**config.mk**
```make
export PLATFORM = sky130hd
export DESIGN_NAME = calc_controller_flat
export DESIGN_NICKNAME = d
export VERILOG_FILES = /design/src/rtl/calc_pkg.sv /design/src/rtl/calc_controller_if.sv /design/src/rtl/calc_iter_unit.sv /design/src/rtl/calc_controller.sv /design/src/flat_wrapper.sv
export SDC_FILE = /design/constraint.sdc
export NUM_CORES = 1
export LEC_CHECK = 0
export CAP_MARGIN = 40
export CORE_ASPECT_RATIO = 1.1
export CORE_UTILIZATION = 45
export CTS_CLUSTER_SIZE = 40
export DETAILED_ROUTE_END_ITERATION = 8
export GPL_TIMING_DRIVEN = 0
export MAX_ROUTING_LAYER = met4
export PLACE_DENSITY = 0.66
export SLEW_MARGIN = 20
export SYNTH_ARGS = -nofsm -noshare
export SYNTH_HDL_FRONTEND = slang
export SYNTH_SLANG_ARGS = --single-unit
```
**constraint.sdc**
```tcl
create_clock -name clk_i -period 7.4 [get_ports clk_i]
set_clock_uncertainty 0.05 [all_clocks]
set_input_delay 2.22 -clock clk_i [delete_from_list [all_inputs] [get_ports clk_i]]
set_output_delay 2.22 -clock clk_i [all_outputs]
set_load 0.02 [all_outputs]
```
**src/rtl/calc_pkg.sv**
```systemverilog
`default_nettype none
// calc_pkg: opcode constants, one-hot state encoding and shared types for
// the calculator sequencing controller.
package calc_pkg;

  localparam int W_DEFAULT = 16;

  localparam logic [1:0] OP_ADD = 2'b00;
  localparam logic [1:0] OP_SUB = 2'b01;
  localparam logic [1:0] OP_MUL = 2'b10;
  localparam logic [1:0] OP_DIV = 2'b11;

  localparam int NUM_STATES = 10;
  localparam int S_QI       = 9;
  localparam int S_QGET_A   = 8;
  localparam int S_QGET_B   = 7;
  localparam int S_QGET_OP  = 6;
  localparam int S_QADD     = 5;
  localparam int S_QSUB     = 4;
  localparam int S_QMUL     = 3;
  localparam int S_QDIV     = 2;
  localparam int S_QERR     = 1;
  localparam int S_QDONE    = 0;

  typedef enum logic [NUM_STATES-1:0] {
    QI      = 10'b1 << S_QI,
    QGET_A  = 10'b1 << S_QGET_A,
    QGET_B  = 10'b1 << S_QGET_B,
    QGET_OP = 10'b1 << S_QGET_OP,
    QADD    = 10'b1 << S_QADD,
    QSUB    = 10'b1 << S_QSUB,
    QMUL    = 10'b1 << S_QMUL,
    QDIV    = 10'b1 << S_QDIV,
    QERR    = 10'b1 << S_QERR,
    QDONE   = 10'b1 << S_QDONE
  } state_e;

  typedef enum logic {
    MODE_MUL = 1'b0,
    MODE_DIV = 1'b1
  } iter_mode_e;

endpackage
`default_nettype wire

```
**src/rtl/calc_controller_if.sv**
```systemverilog
`default_nettype none
// calc_controller_if: operand/opcode entry handshake and result/status bus
// between the calculator top level and the sequencing controller.
interface calc_controller_if
  import calc_pkg::*;
#(
  parameter int W = W_DEFAULT
);
  logic             confirm;
  logic             ack;
  logic [W-1:0]     data_in;
  logic [W-1:0]     a;
  logic [W-1:0]     b;
  logic [1:0]       op;
  logic [2*W-1:0]   result;
  logic             neg;
  logic             busy;
  logic             done;
  logic             err;
  logic [9:0]       state;

  modport master (
    output confirm, ack, data_in,
    input  a, b, op, result, neg, busy, done, err, state
  );

  modport slave (
    input  confirm, ack, data_in,
    output a, b, op, result, neg, busy, done, err, state
  );
endinterface
`default_nettype wire

```
**src/rtl/calc_iter_unit.sv**
```systemverilog
`default_nettype none
// calc_iter_unit: shared W-cycle engine for unsigned shift-add multiply and
// restoring divide, built around one (W+1)-bit adder/subtractor.
module calc_iter_unit
  import calc_pkg::*;
#(
  parameter int W = W_DEFAULT
) (
  input  logic             clk_i,
  input  logic             rst_ni,
  input  logic             start_i,
  input  iter_mode_e       mode_i,
  input  logic [W-1:0]     a_i,
  input  logic [W-1:0]     b_i,
  output logic             done_o,
  output logic [2*W-1:0]   result_o
);

  localparam int CNT_W = (W > 1) ? $clog2(W) : 1;

  // hi holds the product high half (mul) or partial remainder (div);
  // lo holds the multiplier being shifted out (mul) or dividend/quotient (div).
  logic [W-1:0]     hi_q, hi_d;
  logic [W-1:0]     lo_q, lo_d;
  logic [W-1:0]     opnd_q, opnd_d;
  logic [CNT_W-1:0] cnt_q, cnt_d;
  logic             run_q, run_d;
  iter_mode_e       mode_q, mode_d;

  logic             w_sub;
  logic [W:0]       w_x;
  logic [W:0]       w_y;
  logic [W+1:0]     w_sum;
  logic [W-1:0]     w_hi_it;
  logic [W-1:0]     w_lo_it;
  logic             w_last;

  assign w_sub = (mode_q == MODE_DIV);
  assign w_x   = w_sub ? {hi_q, lo_q[W-1]} : {1'b0, hi_q};
  assign w_y   = (w_sub || lo_q[0]) ? {1'b0, opnd_q} : '0;
  // Carry out of the subtract path is the "no borrow" (trial fits) flag.
  assign w_sum = {1'b0, w_x} + {1'b0, w_y ^ {(W+1){w_sub}}} + {{(W+1){1'b0}}, w_sub};

  always_comb begin
    w_hi_it = hi_q;
    w_lo_it = lo_q;
    if (w_sub) begin
      if (w_sum[W+1]) begin
        w_hi_it = w_sum[W-1:0];
        w_lo_it = {lo_q[W-2:0], 1'b1};
      end else begin
        w_hi_it = w_x[W-1:0];
        w_lo_it = {lo_q[W-2:0], 1'b0};
      end
    end else begin
      w_hi_it = w_sum[W:1];
      w_lo_it = {w_sum[0], lo_q[W-1:1]};
    end
  end

  assign w_last   = run_q && (cnt_q == CNT_W'(W - 1));
  assign done_o   = w_last;
  assign result_o = w_sub ? {w_lo_it, w_hi_it} : {w_hi_it, w_lo_it};

  always_comb begin
    hi_d   = hi_q;
    lo_d   = lo_q;
    opnd_d = opnd_q;
    cnt_d  = cnt_q;
    run_d  = run_q;
    mode_d = mode_q;
    if (start_i) begin
      hi_d   = '0;
      lo_d   = (mode_i == MODE_DIV) ? a_i : b_i;
      opnd_d = (mode_i == MODE_DIV) ? b_i : a_i;
      cnt_d  = '0;
      run_d  = 1'b1;
      mode_d = mode_i;
    end else if (run_q) begin
      hi_d  = w_hi_it;
      lo_d  = w_lo_it;
      cnt_d = w_last ? '0 : cnt_q + CNT_W'(1);
      run_d = !w_last;
    end
  end

  always_ff @(posedge clk_i or negedge rst_ni) begin
    if (!rst_ni) begin
      hi_q   <= '0;
      lo_q   <= '0;
      opnd_q <= '0;
      cnt_q  <= '0;
      run_q  <= 1'b0;
      mode_q <= MODE_MUL;
    end else begin
      hi_q   <= hi_d;
      lo_q   <= lo_d;
      opnd_q <= opnd_d;
      cnt_q  <= cnt_d;
      run_q  <= run_d;
      mode_q <= mode_d;
    end
  end

endmodule
`default_nettype wire

```
**src/rtl/calc_controller.sv**
```systemverilog
`default_nettype none
// calc_controller: steps operand/opcode entry on Confirm, runs add/sub inline
// and mul/div on the iterative unit, and holds the answer until Ack.
module calc_controller
  import calc_pkg::*;
#(
  parameter int W = W_DEFAULT
) (
  input  logic                clk_i,
  input  logic                rst_ni,
  calc_controller_if.slave    bus
);

  state_e           state_q, state_d;
  logic [W-1:0]     a_q, a_d;
  logic [W-1:0]     b_q, b_d;
  logic [1:0]       op_q, op_d;
  logic [2*W-1:0]   result_q, result_d;
  logic             neg_q, neg_d;

  logic             iter_start;
  iter_mode_e       iter_mode;
  logic             iter_done;
  logic [2*W-1:0]   iter_result;

  logic [W:0]       w_add;
  logic [W:0]       w_sub;

  assign w_add = {1'b0, a_q} + {1'b0, b_q};
  assign w_sub = {1'b0, a_q} - {1'b0, b_q};

  calc_iter_unit #(
    .W (W)
  ) u_iter (
    .clk_i    (clk_i),
    .rst_ni   (rst_ni),
    .start_i  (iter_start),
    .mode_i   (iter_mode),
    .a_i      (a_q),
    .b_i      (b_q),
    .done_o   (iter_done),
    .result_o (iter_result)
  );

  always_comb begin
    state_d    = state_q;
    a_d        = a_q;
    b_d        = b_q;
    op_d       = op_q;
    result_d   = result_q;
    neg_d      = neg_q;
    iter_start = 1'b0;
    iter_mode  = MODE_MUL;
    case (state_q)
      QI:     if (bus.confirm) state_d = QGET_A;
      QGET_A: if (bus.confirm) begin
        a_d     = bus.data_in;
        state_d = QGET_B;
      end
      QGET_B: if (bus.confirm) begin
        b_d     = bus.data_in;
        state_d = QGET_OP;
      end
      QGET_OP: if (bus.confirm) begin
        op_d = bus.data_in[1:0];
        case (bus.data_in[1:0])
          OP_ADD: state_d = QADD;
          OP_SUB: state_d = QSUB;
          OP_MUL: begin
            state_d    = QMUL;
            iter_start = 1'b1;
            iter_mode  = MODE_MUL;
          end
          default: begin
            // Divide by zero never starts the engine; Result keeps its value.
            if (b_q == '0) begin
              state_d = QERR;
            end else begin
              state_d    = QDIV;
              iter_start = 1'b1;
              iter_mode  = MODE_DIV;
            end
          end
        endcase
      end
      QADD: begin
        result_d = {{(W-1){1'b0}}, w_add};
        neg_d    = 1'b0;
        state_d  = QDONE;
      end
      QSUB: begin
        result_d = {{W{1'b0}}, w_sub[W-1:0]};
        neg_d    = w_sub[W];
        state_d  = QDONE;
      end
      QMUL, QDIV: if (iter_done) begin
        result_d = iter_result;
        neg_d    = 1'b0;
        state_d  = QDONE;
      end
      QDONE, QERR: if (bus.ack) state_d = QI;
      default: state_d = QI;
    endcase
  end

  always_ff @(posedge clk_i or negedge rst_ni) begin
    if (!rst_ni) begin
      state_q  <= QI;
      a_q      <= '0;
      b_q      <= '0;
      op_q     <= '0;
      result_q <= '0;
      neg_q    <= 1'b0;
    end else begin
      state_q  <= state_d;
      a_q      <= a_d;
      b_q      <= b_d;
      op_q     <= op_d;
      result_q <= result_d;
      neg_q    <= neg_d;
    end
  end

  assign bus.a      = a_q;
  assign bus.b      = b_q;
  assign bus.op     = op_q;
  assign bus.result = result_q;
  assign bus.neg    = neg_q;
  assign bus.state  = state_q;
  assign bus.busy   = state_q[S_QADD] | state_q[S_QSUB] | state_q[S_QMUL] | state_q[S_QDIV];
  assign bus.done   = state_q[S_QDONE];
  assign bus.err    = state_q[S_QERR];

endmodule
`default_nettype wire
```
**src/flat_wrapper.sv**
```systemverilog
// flat-port wrapper written by rule: the top's interface ports become plain ports
module calc_controller_flat import calc_pkg::*;
#(
  parameter int W = W_DEFAULT
)
  (clk_i, rst_ni, bus_confirm, bus_ack, bus_data_in, bus_a, bus_b, bus_op, bus_result, bus_neg, bus_busy, bus_done, bus_err, bus_state);
  calc_controller_if #(.W(W)) bus_i ();
  input  logic clk_i;
  input  logic rst_ni;
  input wire logic [$bits(bus_i.confirm)-1:0] bus_confirm;
  input wire logic [$bits(bus_i.ack)-1:0] bus_ack;
  input wire logic [$bits(bus_i.data_in)-1:0] bus_data_in;
  output wire logic [$bits(bus_i.a)-1:0] bus_a;
  output wire logic [$bits(bus_i.b)-1:0] bus_b;
  output wire logic [$bits(bus_i.op)-1:0] bus_op;
  output wire logic [$bits(bus_i.result)-1:0] bus_result;
  output wire logic [$bits(bus_i.neg)-1:0] bus_neg;
  output wire logic [$bits(bus_i.busy)-1:0] bus_busy;
  output wire logic [$bits(bus_i.done)-1:0] bus_done;
  output wire logic [$bits(bus_i.err)-1:0] bus_err;
  output wire logic [$bits(bus_i.state)-1:0] bus_state;
  assign bus_i.confirm = bus_confirm;
  assign bus_i.ack = bus_ack;
  assign bus_i.data_in = bus_data_in;
  assign bus_a = bus_i.a;
  assign bus_b = bus_i.b;
  assign bus_op = bus_i.op;
  assign bus_result = bus_i.result;
  assign bus_neg = bus_i.neg;
  assign bus_busy = bus_i.busy;
  assign bus_done = bus_i.done;
  assign bus_err = bus_i.err;
  assign bus_state = bus_i.state;
  calc_controller #(.W(W)) u_core (.clk_i(clk_i), .rst_ni(rst_ni), .bus(bus_i));
endmodule
```
==> impl_results.md <==
- Synthesis-stage register bit count: about 130
- Area grow syn2layout: 20.9%
- Setup violators final: 0
- N_diodes: 0
- Synthesis warning total: 0
- Failing checks: design-rule violations
- Critical path arrival: slightly above 5 ns
- Global-route wire length before repair: between 40000 and 50000 um
- Drt initial violations: about 760
- Worst-margin pin slew: approximately 0.91 ns
- Lkg Pwr: ~5 nW
- Ys flop type: dfrtp_1
- Status: finished, violations left
- Post-CTS Resized: 0
- Grt ovf: 0
- DRC: 2
- Largest net degree at the start of global routing: 98
- DRT Wirelength: between 30000 and 40000 um
- R2r setup slk: between 2 and 3 ns
- Post-synth net total: ~1100
- CP startpoint kind: register
- Routed len/inst: ~22 um
- Minimum clock period: a little under 5 ns
- Worst-Skew Late Latency: 0.44 ns
- Pwr/cell area: ~510 nW/um^2
- CP Max Fanout: 10
- Commonest cells after routing, fill and taps aside: nand2_1, dfrtp_1, o21ai_0
- Total GRT Usage: 0.313
- Critical Path Sink Type: register
- DP Wirelength: ~24000 um
- Die height: around 150 um
- Post-synth EDFFs: 0
- Peak supply drop: ~0.28 mV
- Root buffer cell: clkbuf_16
- Initial Util: 0.463
- Final hold viol count: 0
- TritonCTS clock tree: yes
- Final nets: between 1000 and 1500
- Final period utilization: 0.661
- Vias per cell: ~6.0
- IO Pins: 100
- Fin util: 0.560
- Yosys cell types: slightly below 80
- Antenna violations before repair: 0
- Vias in the first global route: 8326
- CTS H-tree lvls: 4
- Critical Path RT: about 7.6 ns
- Syn Inst Count: about 1100
- CTS buffer count: 17
- Clk buf depth: 2
- Number of buffers added on ports: 97
- FFs w/ async S/R, synth: 1.00
- Die area: around 21000 um^2
- Clock Sinks: around 130
- Commonest non-fill, non-tap cell in the layout: nand2_1
- Maximum clock frequency: between 200 and 250 MHz
- Placement Rows: between 50 and 60
- Layout cell share with drive strength beyond 1: 0.0958
- First drt pass iteration count: 9
- Avg Inst Size Synth: between 8 and 9 um^2
- Via count: 8746
- Crit path kind: register to register
- Max-cap violations: 0
- Power, Total: 5.75 mW
- Core area: around 20000 um^2
- GPL Wtd Cong: ~1.0
- Chip width: ~140 um
- Max-slew headroom: 0.390
- Final ANT Viol Nets: 0
- RSZ-0062 raised after global routing: no
- Type of the tightest min-delay check: register to register
- Reg clk slew, reported paths: ~0.06 ns
- # hold bufs at CTS: 0
- Post-CTS Setup Bufs: 0
- Slew Limit Fails: 0
- Part of the Yosys area used for sequential elements: 0.353
- Synthesized area: between 9000 and 10000 um^2
[worst paths after layout]
kind                            cells after the start                     to                   from
worst min register to register                      2  u_core.bus.result[17]  u_core.bus.result[17]
worst max-delay path                               14   u_core.bus.result[8]   u_core.u_iter.mode_q
min in group asynchronous                           1  u_core.bus.result[18]                 rst_ni
max in group asynchronous                           2    u_core.bus.state[9]                 rst_ni
worst max register to register                     14   u_core.bus.result[8]   u_core.u_iter.mode_q
worst min-delay path                                2  u_core.bus.result[17]  u_core.bus.result[17]
[synth_stat cells, drive strengths merged, types with 3 or more instances]
library cell,number,area share
clkbuf,34,0.014
a211o,9,0.0085
dfrtp,130,0.35
a221o,4,0.0043
nor4b,4,0.0038
xor2,7,0.0066
ha,48,0.065
nor3,20,0.012
or3,8,0.0054
a21o,14,0.011
inv,44,0.018
a31o,7,0.0066
and2,4,0.0027
fa,3,0.0065
and3,8,0.0054
nand4,6,0.0040
a21oi,64,0.036
o31ai,13,0.010
a311o,8,0.0086
o21bai,6,0.0048
a311oi,3,0.0035
nand2b,6,0.0040
o21ai,119,0.064
a2111oi,3,0.0028
a22o,7,0.0066
nor4,5,0.0050
nand2,141,0.058
o221ai,4,0.0038
xnor2,12,0.011
a22oi,5,0.0040
nor3b,3,0.0024
nand3,26,0.014
mux2i,49,0.053
buf,35,0.023
a31oi,8,0.0054
a21boi,4,0.0032
mux2,36,0.044
nor2,70,0.030
o211ai,22,0.018
o21a,10,0.0081
nor2b,9,0.0061
a211oi,17,0.014
o311ai,5,0.0047
[through the flow]
stage / setup TNS, ns / hold WS (ns) / cells / setup WS [ns] / area [um^2]
after floorplan: 0 / 0.416 / 1070 / 3.69 / 9300
after global placement: -180.36 / 0.411 / 1419 / -1.40 / 10600
after detailed placement: 0 / 0.420 / 1420 / 2.68 / 10600
after CTS: 0 / 0.434 / 1452 / 2.58 / 11200
after global routing: 0 / 0.459 / 1452 / 2.14 / 11200
final: 0 / 0.430 / 1452 / 2.51 / 11200
[state kept, by name, indices dropped and copies added (netlist names)]
register and count:
u_core.bus.result 32, u_core.bus.a 16, u_core.bus.b 16, u_core.u_iter.hi_q 16, u_core.u_iter.lo_q 16, u_core.u_iter.opnd_q 16, u_core.bus.state 10, u_core.u_iter.cnt_q 4
u_core.bus.op 2, u_core.bus.neg 1, u_core.u_iter.mode_q 1, u_core.u_iter.run_q 1
[logic make-up after synthesis]
logic type	synth area share
fa+ha+maj	0.0710
mux	0.0963
compound gates	0.248
xor+xnor	0.0179
simple gates	0.160
flops	0.353
buf+inv	0.0541
[routing by layer]
metal / GRT usage / wire length, um / vias up
met5: - / 0 / -
met1: 0.397 / 14000 / 4180
met4: 0.131 / 1220 / 0
met3: 0.0522 / 1850 / 84
met2: 0.493 / 14700 / 343
li1: - / - / 4139
[power breakdown]
part | switching [mW] | internal, mW | leakage (nW) | total [mW]
combinational | 2.07 | 1.43 | 3.08 | 3.51
clock | 0.341 | 0.574 | 0.296 | 0.915
sequential | 0.375 | 0.951 | 1.66 | 1.33
[cell type report]
| cell class | count | area [um^2] |
|---|---|---|
| Sequential cell | 131 | 3280 |
| Multi-Input combinational cell | 826 | 5520 |
| Timing Repair Buffer | 98 | 1000 |
| Buffer | 69 | 338 |
| Inverter | 44 | 165 |
| Clock buffer | 20 | 447 |
| Tap cell | 252 | 315 |
| Clock inverter | 12 | 183 |
| Fill cell | 1869 | 8820 |
[worst max-delay path, cell delays in order, from the launching register on]
cell,delay [ns]
dfrtp_1,0.35
buf_2,0.27
clkbuf_1,0.43
buf_1,0.56
mux2_2,0.41
ha_1,0.27
buf_2,0.19
nand3_1,0.15
nor3_2,0.32
nand2_1,0.12
a211oi_1,0.47
nor2_1,0.24
buf_2,0.25
a211oi_1,0.50
o211ai_1,0.17
Power figures use the tool's default switching activity.
